$ cat src/rtl/out_port_pkg.sv
// rtl/out_port_pkg.sv - shared encodings for the output port bank
package out_port_pkg;

   typedef enum logic [1:0] {
      MODE_WRITE  = 2'b00,
      MODE_SET    = 2'b01,
      MODE_CLEAR  = 2'b10,
      MODE_TOGGLE = 2'b11
   } write_mode_t;

   typedef enum logic {
      ST_IDLE  = 1'b0,
      ST_PULSE = 1'b1
   } pulse_state_t;

   localparam int RD_WIDTH = 32;

   // A single channel still needs a one-bit select.
   function automatic int addr_width(input int n);
      return (n > 1) ? $clog2(n) : 1;
   endfunction

endpackage

$ cat src/rtl/out_port_channel.sv
// rtl/out_port_channel.sv - one output channel: value register, mode arithmetic, pulse FSM (OUT_PORT_BANK_PULSE_EN)
module out_port_channel
   import out_port_pkg::*;
#(
   parameter int WIDTH        = 8,
   parameter int PULSE_CYCLES = 16
) (
   input  logic             clk,
   input  logic             rst,
   input  logic             wr_en,
   input  write_mode_t      wr_mode,
   input  logic [WIDTH-1:0] wr_data,
`ifdef OUT_PORT_BANK_PULSE_EN
   input  logic             wr_pulse,
   output logic             busy,
`endif
   output logic [WIDTH-1:0] value
);

   logic [WIDTH-1:0] result;

   always_comb begin
      result = wr_data;
      case (wr_mode)
         MODE_WRITE:  result = wr_data;
         MODE_SET:    result = value | wr_data;
         MODE_CLEAR:  result = value & ~wr_data;
         MODE_TOGGLE: result = value ^ wr_data;
         default:     result = wr_data;
      endcase
   end

`ifdef OUT_PORT_BANK_PULSE_EN
   localparam int CW = $clog2(PULSE_CYCLES + 1);

   pulse_state_t     state_q, state_d;
   logic [CW-1:0]    cnt_q, cnt_d;
   logic [WIDTH-1:0] saved_q, saved_d;
   logic [WIDTH-1:0] value_d;

   always_ff @(posedge clk) begin
      if (rst) begin
         state_q <= ST_IDLE;
         cnt_q   <= '0;
         saved_q <= '0;
         value   <= '0;
      end else begin
         state_q <= state_d;
         cnt_q   <= cnt_d;
         saved_q <= saved_d;
         value   <= value_d;
      end
   end

   always_comb begin
      state_d = state_q;
      cnt_d   = cnt_q;
      saved_d = saved_q;
      value_d = value;
      if (state_q == ST_PULSE) begin
         if (cnt_q == CW'(1)) begin
            value_d = saved_q;
            state_d = ST_IDLE;
            cnt_d   = '0;
         end else begin
            cnt_d = cnt_q - CW'(1);
         end
      end
      // A write overrides both countdown and restore; a re-pulse keeps the original restore value.
      if (wr_en) begin
         value_d = result;
         if (wr_pulse) begin
            saved_d = (state_q == ST_PULSE) ? saved_q : value;
            state_d = ST_PULSE;
            cnt_d   = CW'(PULSE_CYCLES);
         end else begin
            state_d = ST_IDLE;
            cnt_d   = '0;
         end
      end
   end

   assign busy = (state_q == ST_PULSE);
`else
   always_ff @(posedge clk) begin
      if (rst) begin
         value <= '0;
      end else if (wr_en) begin
         value <= result;
      end
   end
`endif

endmodule

$ cat src/rtl/out_port_bank.sv
// rtl/out_port_bank.sv - bank of register-driven output channels with read-back; pulse mode under OUT_PORT_BANK_PULSE_EN
module out_port_bank
   import out_port_pkg::*;
#(
   parameter int NUM_PORTS    = 4,
   parameter int WIDTH        = 8,
   parameter int PULSE_CYCLES = 16
) (
   input  logic                            clk,
   input  logic                            rst,
   input  logic [addr_width(NUM_PORTS)-1:0] addr,
   input  logic [31:0]                     write_data,
   input  logic [1:0]                      write_mode,
   input  logic                            write_enable,
   input  logic                            read_enable,
`ifdef OUT_PORT_BANK_PULSE_EN
   input  logic                            write_pulse,
   output logic [NUM_PORTS-1:0]            pulse_busy,
`endif
   output logic [RD_WIDTH-1:0]             read_data,
   output logic                            read_valid,
   output logic [NUM_PORTS*WIDTH-1:0]      port
);

   localparam int AW = addr_width(NUM_PORTS);

   logic [WIDTH-1:0] ch_val [NUM_PORTS];
   logic [WIDTH-1:0] rd_sel;
   logic             unused_wdata;

   assign unused_wdata = ^write_data;

   genvar g;
   generate
      for (g = 0; g < NUM_PORTS; g++) begin : g_ch
         logic ch_we;
         // The extra top bit makes addresses at or above NUM_PORTS match no channel.
         assign ch_we = write_enable && ({1'b0, addr} == (AW+1)'(g));

         out_port_channel #(
            .WIDTH        (WIDTH),
            .PULSE_CYCLES (PULSE_CYCLES)
         ) u_ch (
            .clk      (clk),
            .rst      (rst),
            .wr_en    (ch_we),
            .wr_mode  (write_mode_t'(write_mode)),
            .wr_data  (write_data[WIDTH-1:0]),
`ifdef OUT_PORT_BANK_PULSE_EN
            .wr_pulse (write_pulse),
            .busy     (pulse_busy[g]),
`endif
            .value    (ch_val[g])
         );

         assign port[g*WIDTH +: WIDTH] = ch_val[g];
      end
   endgenerate

   always_comb begin
      rd_sel = '0;
      for (int i = 0; i < NUM_PORTS; i++) begin
         if ({1'b0, addr} == (AW+1)'(i)) rd_sel = ch_val[i];
      end
   end

   always_ff @(posedge clk) begin
      if (rst) begin
         read_data  <= '0;
         read_valid <= 1'b0;
      end else begin
         read_valid <= read_enable;
         if (read_enable) read_data <= RD_WIDTH'(rd_sel);
      end
   end

endmodule

$ cat config.mk
export PLATFORM = sky130hd
export DESIGN_NAME = out_port_bank
export DESIGN_NICKNAME = d
export VERILOG_FILES = /design/src/rtl/out_port_pkg.sv /design/src/rtl/out_port_channel.sv /design/src/rtl/out_port_bank.sv
export SDC_FILE = /design/constraint.sdc
export NUM_CORES = 1
export LEC_CHECK = 0
export BUFFER_PORTS_ARGS = -buffer_cell sky130_fd_sc_hd__buf_2
export CAP_MARGIN = 10
export CORE_ASPECT_RATIO = 2
export CORE_MARGIN = 4
export CORE_UTILIZATION = 58
export CTS_CLUSTER_SIZE = 14
export DETAILED_ROUTE_END_ITERATION = 16
export PLACE_DENSITY = 0.9
export SLEW_MARGIN = 15
export SYNTH_ARGS = -nofsm -noshare
export SYNTH_HDL_FRONTEND = slang
export SYNTH_SLANG_ARGS = --single-unit
$ cat constraint.sdc
create_clock -name clk -period 2.5 [get_ports clk]
set_input_delay 0.25 -clock clk [delete_from_list [all_inputs] [get_ports clk]]
set_output_delay 0.25 -clock clk [all_outputs]
set_load 0.01 [all_outputs]
After elaboration in Yosys (flattened, before gate mapping)

Cells that the tools add are included.

Multiplexer cells: 8
Reductions and logical operators: 6
Equality and inequality tests: 6
Bitwise operators: 13

Operator list:

| kind                 | count |
|---|---|
| $pmux W8 S4          | 4 |
| $and A8 B8 Y8        | 4 |
| $mux W8              | 4 |
| $or A8 B8 Y8         | 4 |
| $xor A8 B8 Y8        | 4 |
| $eq A2 B2 Y1 const B | 4 |
| $not A8 Y8           | 1 |
| $eq A2 B1 Y1 const B | 2 |
| $logic_and A1 B1 Y1  | 4 |
| $logic_not A2 Y1     | 2 |

Output and inout port bits: 65
Bits in registers: 41

Depth between registers and ports, before layout

Depth in word-level cells: 5
Depth in mapped cells: 6
Mapped depth without buffers: 5

By module

Synthesis repeated with hierarchy kept, for this count alone.

Cell total of the unflattened synthesis: 436
Area total of the unflattened synthesis: 4037.6 sq um

By module, submodules not included:

| module                              | area each (sq um) | times used | cells each |
|---|---|---|---|
| out_port_channel (g_ch[1].u_ch ...) | 825.8             | 3          | 89 |
| out_port_channel (g_ch[0].u_ch)     | 802.0             | 1          | 90 |
| out_port_bank                       | 758.2             | 1          | 79 |

Worst setup path after synthesis

Ideal clock, no wire load.

Path type: register -> register
Start point: register g_ch[0].u_ch.value[6]
End point: register g_ch[0].u_ch.value[6]
Arrival time: 1.419 ns
Slack: 1.001 ns
Cell stages (with the launch flop): 6
Setup time: 0.079 ns
Cells stage by stage: dfxtp_1 > inv_1 > ha_1 > inv_1 > mux4_1 > a211oi_2

Cells in the longest elaborated chain, start to end: 2
Elaborated cells between the ends (all ways): 4

Ends and longest elaborated chain:

| item                                  | RTL line               | RTL |
|---|---|---|
| start, declared                       | out_port_channel.sv:17 | `output logic [WIDTH-1:0] value` |
| start signal, assigned                | out_port_channel.sv:89 | `value <= result;` |
| $xor A8 B8 Y8 (tied with other cells) | out_port_channel.sv:28 | `MODE_TOGGLE: result = value ^ wr_data;` |
| $pmux W8 S4 *                         | out_port_channel.sv:24 | `case (wr_mode)` |

Every way passes the cells marked *; elsewhere a longest branch is shown, timed or not.
A chain may end at the register's enable or synchronous reset.

Final worst setup path

Start point: input port addr[1]
End point: register g_ch[1].u_ch.value[1]

Cells in the longest elaborated chain, start to end: 2

Ends and longest elaborated chain:

| item                 | RTL line               | RTL |
|---|---|---|
| start, declared      | out_port_bank.sv:11    | `input logic [addr_width(NUM_PORTS)-1:0] addr,` |
| $eq A2 B1 Y1         | out_port_bank.sv:38    | `assign ch_we = write_enable && ({1'b0, addr} == (AW+1)'(g));` |
| $logic_and A1 B1 Y1  | out_port_bank.sv:38    |  |
| end signal, assigned | out_port_channel.sv:89 |  |
| end, declared        | out_port_channel.sv:17 |  |

Every way passes these cells.

==> run metrics <==
status complete, no violations; DR vias/cell 5.81; Slew HR 48.9%; met3 Use GR 3.34%; # hold bufs at CTS 0; post-synthesis compound-gate area fraction 17.6%; commonest non-fill, non-tap cell in the layout ha_1; Max Fanout on Critical Path 13; root cell of the clock tree clkbuf_16; Max-cap violations 0; core area 0.00631 mm2; worst skew pair latency 0.29 ns; CTS resizes 0; nets@finish 544; clock tree from TritonCTS built; critical path cell sequence buf_2 > nand3b_2 > or2_0 > o31ai_1; share of cells above drive strength 1 21.3%; final setup fails 0; main combinational cell family by area after synthesis adder cells; first-pass GRT wire length 14500 um; mux contribution to synthesized area 12.5%; CP peak stage delay 0.52 ns; postcts setup bufs 0; final wirelength 8670 um; area share of the largest cell type after synthesis 22.0%; Worst path top cell family by delay simple AND/OR/NAND/NOR gates; detailed-route via count 3060; CP bufs+invs 1; period utilization 64.5%; drt wl/cell 16.4 um; most frequent cells in the layout ha_1 (64), inv_1 (57), buf_2 (56), dfxtp_1 (41), a211oi_1 (29); slew at the pin closest to its max-slew limit 0.765 ns; Tot GR Track Use 23.3%; Setup CP Type in2reg; Finished Layout Cells 527; initial antenna violation count 0; pwr dens 438 mW/mm2; Placer Congestion 0.820; Die Height 121 um; Post-Synth Adder-Cell Area 21.4%; Final HPWL DP 6420 um; Tmin final 1.61 ns; Netlist cell types 28; CP Data Arrival Time 1.80 ns; Port Buffers 56; clk slew on worst S/H paths 0.06 ns; # diodes 0; Place WS 0.634 ns; cell total after placement 519; CP Capture Type flop; vias in the first global route 3082; Synth Area in XOR/XNOR 0%; ANT nets after route 0; starting DRC count in detailed routing 168; peak supply drop 0.000264 V; Syn. warnings 0; flops & latches, synth 41; R2R Path Start g_ch[0].u_ch.value[0]; Rows 41; drt first pass iters 4; Hold Path End read_valid; Setup crit start kind input port; Starting Density 59.2%; area grow syn2layout 9.69%; met2 Resource Use GR 41.2%; CTS sink cnt 41; Synth Cell Area 0.00373 mm2; total power 1.79 mW; H-Tree Depth 2; clk buf depth 2; Worst Hold Depth 2; RSZ-0062 raised after global routing false; reg2reg path depth 5; synthesized area per cell 9.43 um2; Critical Path Start addr[1]; GRT busiest layer met2; PnR worst setup slack 0.889 ns; clock buffer count from CTS 5; sequential share of the synthesized area 22.0%; Synth area leaders dfxtp_1 (22%), ha_1 (21%), mux4_2 (9.7%); Critical R2R Capture g_ch[0].u_ch.value[0]; Die Wd 64.7 um; Yosys top cell by area dfxtp_1; Synth Area in Simple Gates 11.8%; met1 Resource Use GR 25.8%; I/O pin count 105; gr ovfl total 0; HP Class in2reg; Fmax 0.621 GHz; largest net degree at the start of global routing 34; die area 0.00786 mm2; reg2reg setup slack 0.90 ns; Max Slew Vio Count 0; Pleak 2.06 nW; Hold Crit Start read_enable; Critical Path Slowest Stage Cell or2_0; Util after Layout 64.9%; Post-route DRC 0; Final Hold Vio Count 0; critical path data required time 2.69 ns; TNS Setup 0 ns; Synth Instances 396; clock skew 0.00546 ns
-- routing by layer --
layer | wire (um) | up-vias
met4 | 266 | 0
met5 | 0 | -
met1 | 3290 | 1483
li1 | - | 1426
met3 | 580 | 22
met2 | 4530 | 129
-- flip-flops by register name (all words and copies together) (netlist names) --
signal,count
g_ch.u_ch.value,32
read_data,8
read_valid,1
-- Yosys cell counts --
cell type and count:
a211oi_1 29, a211oi_2 2, a21oi_1 1, and3_2 1
buf_2 9, buf_4 25, buf_6 5, clkbuf_1 11
conb_1 1, dfxtp_1 41, ha_1 64, inv_1 57
mux2i_1 8, mux4_1 1, mux4_2 16, nand2_1 23
nand2b_1 1, nand3_1 1, nand3b_1 16, nand3b_2 2
nor2_1 16, nor2b_1 9, nor3b_4 1, o211a_1 23
o21a_1 1, o31ai_1 23, or2_0 2, or3_1 7
-- how the worst max path moves through the flow --
stage / end / depth (start not counted)
detailed placement: g_ch[1].u_ch.value[4] / 4
floorplan: g_ch[0].u_ch.value[6] / 5
CTS: g_ch[1].u_ch.value[1] / 4
global route: g_ch[0].u_ch.value[0] / 4
finish: g_ch[1].u_ch.value[1] / 4
global placement: g_ch[1].u_ch.value[0] / 4
-- per-stage QoR --
| stage | cell area (um2) | hold WS [ns] |
|---|---|---|
| 6_report | 4100 | 0.357 |
| 5_1_grt | 4100 | 0.379 |
| 4_1_cts | 4100 | 0.361 |
| 3_5_place_dp | 3940 | 0.482 |
| 3_3_place_gp | 3940 | 0.468 |
| 2_1_floorplan | 3820 | 0.428 |
-- kinds of logic (layout without fill, tap and decap cells) --
logic type / after synthesis / count (layout)
fa+ha+maj: 64 / 64
mux: 25 / 25
flops: 41 / 41
other cells: 1 / 24
buf+inv: 107 / 129
compound gates: 79 / 79
simple gates: 79 / 79
-- report_power, final --
| group | switching, mW | internal (mW) | leakage (nW) |
|---|---|---|---|
| clock network | 0.273 | 0.423 | 0.0799 |
| registers | 0.0300 | 0.679 | 0.333 |
| logic | 0.225 | 0.165 | 1.65 |
| total | 0.528 | 1.27 | 2.06 |
-- area by class of cell --
cell class,count,area (um2)
repair buffers,64,340
inverters,57,214
fillers,501,2210
well taps,86,108
clock inverters,1,5.00
clock buffers,7,153
flip-flops and latches,41,821
multi-input cells,271,2450
Power figures use the tool's default switching activity.
